## config.mk

```make
export PLATFORM = sky130hd
export DESIGN_NAME = serial_adder
export DESIGN_NICKNAME = d
export VERILOG_FILES = /design/src/rtl/serial_adder_pkg.sv /design/src/rtl/serial_adder_digit_adder.sv /design/src/rtl/serial_adder.sv
export SDC_FILE = /design/constraint.sdc
export NUM_CORES = 1
export LEC_CHECK = 0
export ABC_AREA = 1
export BUFFER_PORTS_ARGS = -buffer_cell sky130_fd_sc_hd__clkbuf_2
export CAP_MARGIN = 10
export CORE_ASPECT_RATIO = 1.2
export CORE_MARGIN = 1.5
export CORE_UTILIZATION = 40
export DETAILED_ROUTE_END_ITERATION = 8
export GPL_TIMING_DRIVEN = 0
export PLACE_DENSITY = 0.64
export SYNTH_ARGS = -nofsm -noshare
export SYNTH_HDL_FRONTEND = slang
export SYNTH_SLANG_ARGS = --single-unit
export TNS_END_PERCENT = 5
```

## constraint.sdc

```tcl
create_clock -name clk -period 1.56 [get_ports clk]
set_input_delay 0.078 -clock clk [delete_from_list [all_inputs] [get_ports clk]]
set_output_delay 0.078 -clock clk [all_outputs]
set_load 0.005 [all_outputs]
```

## src/rtl/serial_adder_pkg.sv

```systemverilog
// -----------------------------------------------------------------------------
// serial_adder_pkg
// Shared definitions for the digit-serial adder: FSM state encoding and a
// ceil(log2) helper used to size the step counter.
// -----------------------------------------------------------------------------
package serial_adder_pkg;

  localparam logic [1:0] IDLE = 2'd0;
  localparam logic [1:0] RUN  = 2'd1;
  localparam logic [1:0] DONE = 2'd2;

  typedef enum logic [1:0] {
    ST_IDLE = IDLE,
    ST_RUN  = RUN,
    ST_DONE = DONE
  } state_e;

  // ceil(log2(n)), never less than 1 so a single-step counter still exists.
  function automatic int clog2_min1(input int n);
    int r;
    r = 0;
    for (int i = 0; i < 32; i++) begin
      if ((1 << r) < n) r = r + 1;
    end
    return (r < 1) ? 1 : r;
  endfunction

endpackage

```

## src/rtl/serial_adder_digit_adder.sv

```systemverilog
// -----------------------------------------------------------------------------
// full_adder / digit_adder
// digit_adder is a combinational ripple chain of DIGIT full adders.
//   a, b      : DIGIT-bit addends
//   cin       : carry into bit 0
//   sum       : DIGIT-bit sum
//   cout      : carry out of the digit MSB
//   c_msb_in  : carry into the digit MSB (used for two's-complement overflow)
// -----------------------------------------------------------------------------
module full_adder (
  input  logic a,
  input  logic b,
  input  logic cin,
  output logic s,
  output logic cout
);
  assign s    = a ^ b ^ cin;
  assign cout = (a & b) | (cin & (a ^ b));
endmodule

module digit_adder #(
  parameter int DIGIT = 1
) (
  input  logic [DIGIT-1:0] a,
  input  logic [DIGIT-1:0] b,
  input  logic             cin,
  output logic [DIGIT-1:0] sum,
  output logic             cout,
  output logic             c_msb_in
);
  logic [DIGIT:0] c;

  assign c[0] = cin;

  for (genvar i = 0; i < DIGIT; i++) begin : g_fa
    full_adder u_fa (
      .a   (a[i]),
      .b   (b[i]),
      .cin (c[i]),
      .s   (sum[i]),
      .cout(c[i+1])
    );
  end

  assign cout     = c[DIGIT];
  assign c_msb_in = c[DIGIT-1];
endmodule

```

## src/rtl/serial_adder.sv

```systemverilog
// -----------------------------------------------------------------------------
// serial_adder
// Multi-cycle adder: adds two WIDTH-bit operands DIGIT bits per clock with a
// registered carry, using a start/busy/done handshake.
//   clk, rst  : clock, synchronous active-high reset
//   start     : request, sampled only when not busy
//   a, b, cin : operands, captured on the accepted start edge
//   busy      : high while the operation runs
//   done      : one-cycle pulse after the result registers update
//   sum, cout : result and unsigned carry-out, held until next completion
//   ovf       : two's-complement overflow of the completed addition
// -----------------------------------------------------------------------------
module serial_adder
  import serial_adder_pkg::*;
#(
  parameter int WIDTH = 8,
  parameter int DIGIT = 1
) (
  input  logic             clk,
  input  logic             rst,
  input  logic             start,
  input  logic [WIDTH-1:0] a,
  input  logic [WIDTH-1:0] b,
  input  logic             cin,
  output logic             busy,
  output logic             done,
  output logic [WIDTH-1:0] sum,
  output logic             cout,
  output logic             ovf
);

  localparam int STEPS = WIDTH / DIGIT;
  localparam int CNT_W = clog2_min1(STEPS);
  localparam logic [CNT_W-1:0] LAST = CNT_W'(STEPS - 1);

  state_e           state_q, state_d;
  logic [WIDTH-1:0] a_sr_q, a_sr_d;
  logic [WIDTH-1:0] b_sr_q, b_sr_d;
  logic [WIDTH-1:0] psum_q, psum_d;
  logic             carry_q, carry_d;
  logic [CNT_W-1:0] cnt_q, cnt_d;
  logic [WIDTH-1:0] sum_q, sum_d;
  logic             cout_q, cout_d;
  logic             ovf_q, ovf_d;

  logic [DIGIT-1:0] dsum;
  logic             dcout;
  logic             dcmsb;
  logic [WIDTH-1:0] psum_next;

  digit_adder #(.DIGIT(DIGIT)) u_digit (
    .a       (a_sr_q[DIGIT-1:0]),
    .b       (b_sr_q[DIGIT-1:0]),
    .cin     (carry_q),
    .sum     (dsum),
    .cout    (dcout),
    .c_msb_in(dcmsb)
  );

  // New digit enters at the top; after STEPS shifts the register holds the
  // complete sum with digit 0 in the LSBs.
  assign psum_next = (psum_q >> DIGIT) | (WIDTH'(dsum) << (WIDTH - DIGIT));

  always_comb begin
    state_d = state_q;
    a_sr_d  = a_sr_q;
    b_sr_d  = b_sr_q;
    psum_d  = psum_q;
    carry_d = carry_q;
    cnt_d   = cnt_q;
    sum_d   = sum_q;
    cout_d  = cout_q;
    ovf_d   = ovf_q;

    unique case (state_q)
      ST_IDLE, ST_DONE: begin
        // DONE behaves like IDLE so a held start runs back-to-back.
        if (start) begin
          a_sr_d  = a;
          b_sr_d  = b;
          carry_d = cin;
          cnt_d   = '0;
          psum_d  = '0;
          state_d = ST_RUN;
        end else begin
          state_d = ST_IDLE;
        end
      end
      ST_RUN: begin
        a_sr_d  = a_sr_q >> DIGIT;
        b_sr_d  = b_sr_q >> DIGIT;
        psum_d  = psum_next;
        carry_d = dcout;
        cnt_d   = cnt_q + CNT_W'(1);
        if (cnt_q == LAST) begin
          sum_d   = psum_next;
          cout_d  = dcout;
          ovf_d   = dcmsb ^ dcout;
          state_d = ST_DONE;
        end
      end
      default: state_d = ST_IDLE;
    endcase
  end

  always_ff @(posedge clk) begin
    if (rst) begin
      state_q <= ST_IDLE;
      a_sr_q  <= '0;
      b_sr_q  <= '0;
      psum_q  <= '0;
      carry_q <= 1'b0;
      cnt_q   <= '0;
      sum_q   <= '0;
      cout_q  <= 1'b0;
      ovf_q   <= 1'b0;
    end else begin
      state_q <= state_d;
      a_sr_q  <= a_sr_d;
      b_sr_q  <= b_sr_d;
      psum_q  <= psum_d;
      carry_q <= carry_d;
      cnt_q   <= cnt_d;
      sum_q   <= sum_d;
      cout_q  <= cout_d;
      ovf_q   <= ovf_d;
    end
  end

  assign busy = (state_q == ST_RUN);
  assign done = (state_q == ST_DONE);
  assign sum  = sum_q;
  assign cout = cout_q;
  assign ovf  = ovf_q;

endmodule

```

After elaboration in Yosys (flattened, before gate mapping)
Cells that the tools add are included.
Widths: inputs -> output; s select.

operators by class
  equality and inequality tests = 5
  muxes and demuxes = 13
  reduce and logical (&&, ||, !) cells = 5
  add/subtract/negate cells = 1
  bitwise operators = 7

operator list
  kind                 count
  $pmux 8 s2           3
  $mux 8               3
  $or 7x8->8           1
  $pmux 3 s2           1
  $pmux 2 s2           1
  $reduce_and 2->1     2
  $add 3x1->3 const B  1
  $eq 3x3->1 const B   1
  $mux 3               1
  $xor 1x1->1          3
  $and 1x1->1          2
  $eq 2x1->1 const B   1
  $eq 2x2->1 const B   1
  $logic_not 2->1      1
  $mux 1               2
  $mux 2               1
  $ne 2x1->1 const B   1
  $ne 2x2->1 const B   1
  $pmux 1 s2           1
  $reduce_bool 2->1    1
  $reduce_or 2->1      1
  $or 1x1->1           1

word-level totals
  register bits = 40
  input bits = 20
  logic and storage cells = 40

Logic depth before layout (Yosys ltp)
Gate-level depths: netlist of run 1.

  word-level depth = 4
  mapped depth = 8

Cells and area by module
From an unflattened synthesis of run 1, not the netlist that was laid out.

unflattened totals
  cells, all modules = 261
  area, all modules = 1864.3 µm²

modules (own cells, without submodules)
  module        area each (µm²)  cells an instance  times used
  serial_adder  1836.8           259                1
  full_adder    20.0             1                  1
  digit_adder   7.5              1                  1

Least setup slack after synthesis of run 1
No wires, ideal clock.

  path kind = reg2reg
  start = register cnt_q[0]
  end = register sum_q[0] (netlist: sum[0])
  stages on the path, launching flop included = 7
  path buffers = 1
  path slack = 381 ps
  period minus slack after synthesis = 1179 ps
  arrival time = 1109 ps
  path through = dfxtp_1 -> ha_1 -> ha_1 -> nand2_1 -> buf_2 -> nand2_1 -> a21oi_1

between the ends
  cells in the longest elaborated chain, start to end = 2

RTL lines
  element                            line                 source
  start: declaration                 serial_adder.sv:41   logic [CNT_W-1:0] cnt_q, cnt_d;
  start signal: assignment           serial_adder.sv:123  cnt_q <= cnt_d;
  $eq 3x3->1                         serial_adder.sv:95   if (cnt_q == LAST) begin
  $reduce_and 2->1 (no source line)  --
  end signal: assignment             serial_adder.sv:124  sum_q <= sum_d;
  end: declaration                   serial_adder.sv:42   logic [WIDTH-1:0] sum_q, sum_d;

Every way passes these cells.
A chain may end at the register's enable or synchronous reset.

Worst setup path after layout of run 1
  start = register state_q[0]
  end = output port busy

between the ends
  cells in the longest elaborated chain, start to end = 1

RTL lines
  element                   line                 source
  start: declaration        serial_adder.sv:36   state_e state_q, state_d;
  start signal: assignment  serial_adder.sv:118  state_q <= state_d;
  $eq 2x1->1                serial_adder.sv:130  assign busy = (state_q == ST_RUN);
  end: declaration          serial_adder.sv:25   output logic busy,

Every way passes these cells.

==> results of run 1 <==
-- stage by stage --
step	hold slack, ns	setup WS (ns)	cells	total power [mW]
floorplan	0.147	0.381	259	1.36
global placement	0.298	0.206	346	1.45
detailed placement	0.298	0.202	346	1.45
CTS	0.0126	0.162	353	2.08
global route	0.0276	0.0782	353	2.19
finish	0.0162	0.183	353	2.05
-- how the worst max path moves through the flow --
stage | from | to | slack, ns | depth (start not counted)
2_1_floorplan | cnt_q[0]$_SDFFE_PP0P_ | sum[0]$_SDFFE_PP0P_ | 0.38 | 6
3_3_place_gp | cnt_q[0]$_SDFFE_PP0P_ | sum[0]$_SDFFE_PP0P_ | 0.21 | 6
3_5_place_dp | cnt_q[0]$_SDFFE_PP0P_ | sum[0]$_SDFFE_PP0P_ | 0.20 | 6
4_1_cts | cnt_q[0]$_SDFFE_PP0P_ | sum[0]$_SDFFE_PP0P_ | 0.16 | 6
5_1_grt | cnt_q[0]$_SDFFE_PP0P_ | sum[0]$_SDFFE_PP0P_ | 0.08 | 6
6_report | state_q[0]$_SDFFE_PP0P_ | busy | 0.18 | 6
-- area by class of cell --
type | count | share of cell area (%)
Multi-Input combinational cell | 168 | 37.6
Sequential cell | 39 | 36.2
Timing Repair Buffer | 32 | 7.67
Inverter | 36 | 6.39
Buffer | 16 | 5.46
Clock buffer | 6 | 3.37
Tap cell | 56 | 3.25
-- critical path, delay by kind of cell, from the launching register on --
kind	cells	cell delay, ns
buf+inv	5	0.61
flops	1	0.33
simple gates	1	0.08
-- metal layers --
layer / routed length [um] / part of all wire, % / GRT usage (%) / vias to the layer above
met4: 55 / 1.4 / 6.04 / 0
li1: - / - / - / 892
met1: 1850 / 46 / 21.1 / 763
met5: 0 / 0 / 0 / -
met3: 141 / 3.5 / 4.78 / 5
met2: 1980 / 49 / 30.0 / 22
-- where the power goes --
| group | switching (mW) | total (mW) | leakage, nW | internal [mW] |
|---|---|---|---|---|
| Sequential | 0.0232 | 1.07 | 0.319 | 1.05 |
| Combinational | 0.208 | 0.355 | 0.726 | 0.147 |
| Clock | 0.328 | 0.626 | 0.0371 | 0.298 |
| Total | 0.559 | 2.05 | 1.08 | 1.50 |
-- cells by family after synthesis --
logic type / count (synthesis) / share of synthesized area [%]
flops: 39 / 42.3
xor+xnor: 1 / 0.474
simple gates: 148 / 36.0
fa+ha+maj: 3 / 2.44
compound gates: 16 / 4.95
buf+inv: 52 / 13.8
-- registers in the layout, summed over array words and instances (netlist names) --
| register | cells |
|---|---|
| sum | 8 |
| state_q | 2 |
| cout | 1 |
| ovf | 1 |
| psum_q | 7 |
| b_sr_q | 8 |
| carry_q | 1 |
| cnt_q | 3 |
| a_sr_q | 8 |
-- synthesized netlist by cell type (all sizes together) --
| master | n | area, sq um |
|---|---|---|
| a21oi | 14 | 81.3 |
| clkbuf | 1 | 3.75 |
| clkinv | 1 | 3.75 |
| o21ai | 2 | 10.0 |
| nand2 | 63 | 244 |
| dfxtp | 39 | 781 |
| fa | 1 | 20.0 |
| ha | 2 | 25.0 |
| nor2 | 19 | 78.8 |
| nand3b | 3 | 22.5 |
| xor2 | 1 | 8.76 |
| buf | 15 | 114 |
| nor3 | 15 | 75.1 |
| nand3 | 48 | 245 |
| inv | 35 | 134 |
-- timing repair --
| item | CTS | global route |
|---|---|---|
| resized for setup | 0 | 0 |
| endpoints found under the setup margin | 0 | 0 |
| hold buffers | 1 | 0 |
| hold endpoints to repair | 2 | 0 |
| buffers inserted | 0 | 0 |
==> summary.json, run 1 <==
{
  "floorplanning": {
    "floorplan.die.width_um": 65.0,
    "initial_core_util_pct": 42.4,
    "floorplan.die_area_sq_mm": 0.00503,
    "dieHeight_um": 77.4,
    "area_of_the_core_region_sq_mm": 0.00436,
    "floorplan.io_pins": 32,
    "rows": 26
  },
  "cells_and_area": {
    "final_stage_net_count": 321,
    "post-route-util_pct": 49.4,
    "multi_input_gate_area_sq_um": 811,
    "final_layout_size_suffix_gt1_share_pct": 20.9,
    "antenna_cells_inserted": 0,
    "stdcell_area_sq_mm": 0.00215,
    "synthToLayoutAreaGrowth_pct": 16.7,
    "fillCellCount": 457,
    "mostFrequentLayoutCells": "sky130_fd_sc_hd__nand2_1 (60), sky130_fd_sc_hd__nand3_1 (47), sky130_fd_sc_hd__dfxtp_1 (39)",
    "ff_latch_area_sq_um": 781,
    "layout.cells.most_common": "sky130_fd_sc_hd__nand2_1"
  },
  "global_route": {
    "grt_pass1_vias": 1558,
    "grt_start_max_net_pins": 11,
    "global_route_wire_length_before_repair_mm": 6.94,
    "grt_overflow_total": 0,
    "grt_antenna_before_repair": 0,
    "gr-usage-all-layers_pct": 17.6
  },
  "clock_network": {
    "clock_tree.buffer_depth": 2,
    "cts.sink_count": 39,
    "tritoncts": "built",
    "root_buffer": "sky130_fd_sc_hd__clkbuf_8",
    "cts_buffers": 5,
    "clkSlewWorstSetupHoldPaths_ns": 0.07,
    "htree_levels": 2,
    "worstSkewPairLatency_ns": 0.29
  },
  "worst_hold_path": {
    "hold_path_depth": 3,
    "min-delay-path-class": "in2reg",
    "holdPathEnd": "b_sr_q[2]$_SDFFE_PP0P_",
    "holdCritStartpoint": "b[2]"
  },
  "setup_path": {
    "crit_path_start_kind": "flop",
    "cp_max_fo": 10,
    "critical-path-max-stage-delay_ns": 0.33,
    "worst_setup_path_class": "reg2out",
    "timing.critical_path.arrival_ns": 1.30,
    "slowest_stage": "sky130_fd_sc_hd__dfxtp_1",
    "r2r.worst_path.cells": 6,
    "timing.rr.end": "sum[0]$_SDFFE_PP0P_",
    "setup_slack_on_the_worst_flop_to_flop_path_ns": 0.18,
    "path_common_cell": "sky130_fd_sc_hd__buf_6",
    "endpoint_kind": "output pin",
    "r2r-start": "cnt_q[0]$_SDFFE_PP0P_",
    "crit_chain": "buf_6 -> inv_4 -> nor2_4 -> buf_6 -> buf_6 -> clkbuf_2",
    "worstPathRequired_ns": 1.48
  },
  "sta": {
    "maxSlewHeadroom_pct": 63.8,
    "achievable-frequency_mhz": 726,
    "period_share_pct": 88.3,
    "report.final.hold_viol_count": 0,
    "final.min_clock_period_ns": 1.38,
    "tightest_slew_ns": 0.543,
    "fin_skew_ns": 0.00541,
    "slew_violations": 0,
    "finalSetupViolCount": 0,
    "rsz0062_at_grt": "false",
    "setup_tns_after_final_layout_ns": 0
  },
  "yosys": {
    "synth_fp_nets": 282,
    "netlist-cell-type-count": 24,
    "syn_area_cell_sq_um": 7.13,
    "syn_inst": 259,
    "synth_seq_area_share_pct": 42.3,
    "synth.cell_area_sq_mm": 0.00185,
    "synth-seq-cells": 39,
    "synth.yosys.warnings": 0
  },
  "power": {
    "ir_drop_v": 0.000592,
    "total_leakage_power_nw": 1.08,
    "pwr_density_cell_mw_per_mm2": 953
  },
  "placement": {
    "placed_cell_area_sq_mm": 0.00207,
    "numPortBuffers": 31,
    "hpwlAfterDp_mm": 2.89,
    "final_replace_weighted_congestion": 0.773
  },
  "routing": {
    "avgViaCountPerCell": 4.76,
    "drtPass1Iterations": 4,
    "route.detailed.wl_per_inst_um": 11.4,
    "post_detailed_route_count_of_antenna_violating_nets": 0,
    "drtIter0Drc": 49,
    "count_of_vias_placed_by_the_detailed_router": 1682,
    "post-route-drc-count": 0,
    "final_routed_wirelength_mm": 4.03
  },
  "job": {
    "maximum_capacitance_violations": 0
  },
  "outcome": {
    "outcome": "complete, no violations"
  }
}
Note: power is estimated with default switching activity, not from simulation.
==> inputs of run 2 (changes only) <==
CORE_UTILIZATION = 30   (was 40)
PLACE_DENSITY = 0.52   (was 0.64)
==> run 2 against run 1 <==
- non-clock buffer count stayed put
- count of clock-buffer cells in the layout unchanged
- register-to-register slack barely moved
- clock power rose by 9.4%
- via count up 0.77%
- wire length increased by 10%
- maximum frequency down 0.65%
- final area is 2.1% higher
- hold slack better by 0.00083 ns
- sequential cell count stayed put
- clock skew shrank 0.0042 ns
- critical endpoint unchanged
- largest cell class unchanged
==> summary.json, run 2 (same netlist as run 1, synthesis figures left out) <==
{
  "setup_path": {
    "worst_setup_path_class": "reg2out",
    "worstPathRequired": {"value": 1.48, "unit": "ns", "change": "about the same"},
    "endpoint_kind": "output pin",
    "cp_max_fo": {"value": 10, "change": "unchanged"},
    "timing.critical_path.arrival": {"value": 1.31, "unit": "ns", "change": "about the same"},
    "crit_path_start_kind": "flop"
  },
  "outcome": {
    "outcome": "complete, no violations"
  },
  "placement": {
    "placed_cell_area": {"value": 0.00210, "unit": "sq mm", "change": "+1.6%"},
    "numPortBuffers": {"value": 31, "change": "unchanged"},
    "hpwlAfterDp": {"value": 3.09, "unit": "mm", "change": "+6.8%"},
    "final_replace_weighted_congestion": {"value": 0.746, "change": "-3.5%"}
  },
  "sta": {
    "tightest_slew": {"value": 0.505, "unit": "ns", "change": "-0.0377 ns"},
    "finalSetupViolCount": {"value": 0, "change": "unchanged"},
    "maxSlewHeadroom": {"value": 66.3, "unit": "%", "change": "+2.5 points"},
    "final.min_clock_period": {"value": 1.39, "unit": "ns", "change": "+0.00907 ns"},
    "period_share": {"value": 88.9, "unit": "%", "change": "+0.58 points"},
    "rsz0062_at_grt": "false",
    "slew_violations": {"value": 0, "change": "unchanged"},
    "setup_tns_after_final_layout": {"value": 0, "unit": "ns", "change": "unchanged"},
    "achievable-frequency": {"value": 721, "unit": "MHz", "change": "-0.65%"},
    "fin_skew": {"value": 0.00125, "unit": "ns", "change": "-0.00416 ns"},
    "report.final.hold_viol_count": {"value": 0, "change": "unchanged"}
  },
  "cells_and_area": {
    "stdcell_area": {"value": 0.00220, "unit": "sq mm", "change": "+2.1%"},
    "final_layout_size_suffix_gt1_share": {"value": 21.4, "unit": "%", "change": "+0.53 points"},
    "fillCellCount": {"value": 679, "change": "+49%"},
    "synthToLayoutAreaGrowth_pct": 19.1,
    "layout.cells.most_common": "sky130_fd_sc_hd__nand2_1",
    "final_stage_net_count": {"value": 321, "change": "unchanged"},
    "mostFrequentLayoutCells": "sky130_fd_sc_hd__nand2_1 (60), sky130_fd_sc_hd__nand3_1 (47), sky130_fd_sc_hd__dfxtp_1 (39)",
    "antenna_cells_inserted": {"value": 0, "change": "unchanged"}
  },
  "floorplanning": {
    "area_of_the_core_region": {"value": 0.00597, "unit": "sq mm", "change": "+37%"},
    "initial_core_util": {"value": 30.9, "unit": "%", "change": "-11 points"},
    "dieHeight": {"value": 89.0, "unit": "um", "change": "+15%"},
    "floorplan.die.width": {"value": 74.6, "unit": "um", "change": "+15%"},
    "floorplan.io_pins": {"value": 32, "change": "unchanged"},
    "floorplan.die_area": {"value": 0.00664, "unit": "sq mm", "change": "+32%"},
    "rows": {"value": 31, "change": "+19%"}
  },
  "routing": {
    "route.detailed.wl_per_inst": {"value": 11.6, "unit": "um", "change": "+2.0%"},
    "count_of_vias_placed_by_the_detailed_router": {"value": 1695, "change": "+0.77%"},
    "avgViaCountPerCell": {"value": 4.45, "change": "-6.6%"},
    "final_routed_wirelength": {"value": 4.43, "unit": "mm", "change": "+10%"},
    "drtPass1Iterations": {"value": 4, "change": "unchanged"},
    "post_detailed_route_count_of_antenna_violating_nets": {"value": 0, "change": "unchanged"},
    "post-route-drc-count": {"value": 0, "change": "unchanged"},
    "drtIter0Drc": {"value": 106, "change": "+120%"}
  },
  "power": {
    "ir_drop": {"value": 0.000350, "unit": "V", "change": "-41%"},
    "pwr_density_cell": {"value": 964, "unit": "mW/mm^2", "change": "+1.1%"},
    "report.power.total": {"value": 2.12, "unit": "mW", "change": "+3.2%"},
    "total_leakage_power": {"value": 1.09, "unit": "nW", "change": "+0.38%"}
  },
  "global_route": {
    "grt_overflow_total": {"value": 0, "change": "unchanged"},
    "grt_antenna_before_repair": {"value": 0, "change": "unchanged"},
    "gr-usage-all-layers": {"value": 14.6, "unit": "%", "change": "-3.0 points"},
    "grt_pass1_vias": {"value": 1545, "change": "-0.83%"},
    "grt_start_max_net_pins": {"value": 13, "change": "+2"},
    "global_route_wire_length_before_repair": {"value": 7.37, "unit": "mm", "change": "+6.2%"}
  },
  "clock_network": {
    "cts.sink_count": {"value": 39, "change": "unchanged"},
    "root_buffer": "sky130_fd_sc_hd__clkbuf_8",
    "post_cts_resized": {"value": 0, "change": "unchanged"},
    "clkSlewWorstSetupHoldPaths": {"value": 0.08, "unit": "ns", "change": "about the same"},
    "clock_tree.buffer_depth": {"value": 2, "change": "unchanged"},
    "worstSkewPairLatency": {"value": 0.29, "unit": "ns", "change": "about the same"},
    "htree_levels": {"value": 2, "change": "unchanged"},
    "tritoncts": "built",
    "cts_buffers": {"value": 5, "change": "unchanged"}
  },
  "job": {
    "maximum_capacitance_violations": {"value": 0, "change": "unchanged"}
  },
  "worst_hold_path": {
    "min-delay-path-class": "in2reg"
  }
}
run 2: changes by cell type in the layout (fill, tap and decap cells not counted), sizes merged:
cell	previous run	this run
clkinvlp	0	1
clkinv	1	2
run 2: worst paths after layout:
kind	from	endpoint	slack [ns]	cells past startpoint
min	a[1]	a_sr_q[1]$_SDFFE_PP0P_	0.02	3
max reg2reg	cnt_q[0]$_SDFFE_PP0P_	sum[0]$_SDFFE_PP0P_	0.18	6
min reg2reg	cnt_q[0]$_SDFFE_PP0P_	cnt_q[0]$_SDFFE_PP0P_	0.46	1
max	state_q[0]$_SDFFE_PP0P_	busy	0.17	6
run 2: worst max-delay path: stages (launching register included):
cell	delay, ns
sky130_fd_sc_hd__dfxtp_1	0.33
sky130_fd_sc_hd__buf_6	0.14
sky130_fd_sc_hd__inv_4	0.04
sky130_fd_sc_hd__nor2_4	0.08
sky130_fd_sc_hd__buf_6	0.16
sky130_fd_sc_hd__buf_6	0.15
sky130_fd_sc_hd__clkbuf_2	0.12
run 2: timing repair:
item                                   4_1_cts  5_1_grt
hold buffers                                 1        0
setup buffers                                0        0
endpoints found under the hold margin        2        0
run 2: metrics by stage:
stage	setup WS, ns	util [%]	hold WS [ns]	cells
final	0.174	36.8	0.0171	381
after global routing	0.0798	36.8	0.0203	381
after CTS	0.147	36.8	0.00851	381
after detailed placement	0.152	35.2	0.300	372
after global placement	0.194	35.2	0.295	372
after floorplan	0.381	-	0.147	259
run 2: metal layers:
metal	part of all wire [%]	vias up	global-route usage (%)
met1	48	759	18.9
met2	47	38	24.7
met3	4.6	5	3.49
met5	0	-	0
met4	0.61	0	2.98
li1	-	893	-
run 2: report_power, final:
group / leakage [nW] / switching (mW) / internal (mW)
Sequential: 0.319 / 0.0222 / 1.05
Clock: 0.0412 / 0.372 / 0.313
Combinational: 0.726 / 0.216 / 0.148
run 2: layout make-up:
type / count / area, sq um / share of cell area [%]
sequential: 39 / 781 / 35.5
buffer: 16 / 118 / 5.35
multi-input combinational: 168 / 811 / 36.9
clock inverter: 2 / 12.5 / 0.569
inverter: 36 / 138 / 6.26
timing repair buffer: 32 / 165 / 7.51
clock buffer: 6 / 72.6 / 3.30
tap: 82 / 103 / 4.66
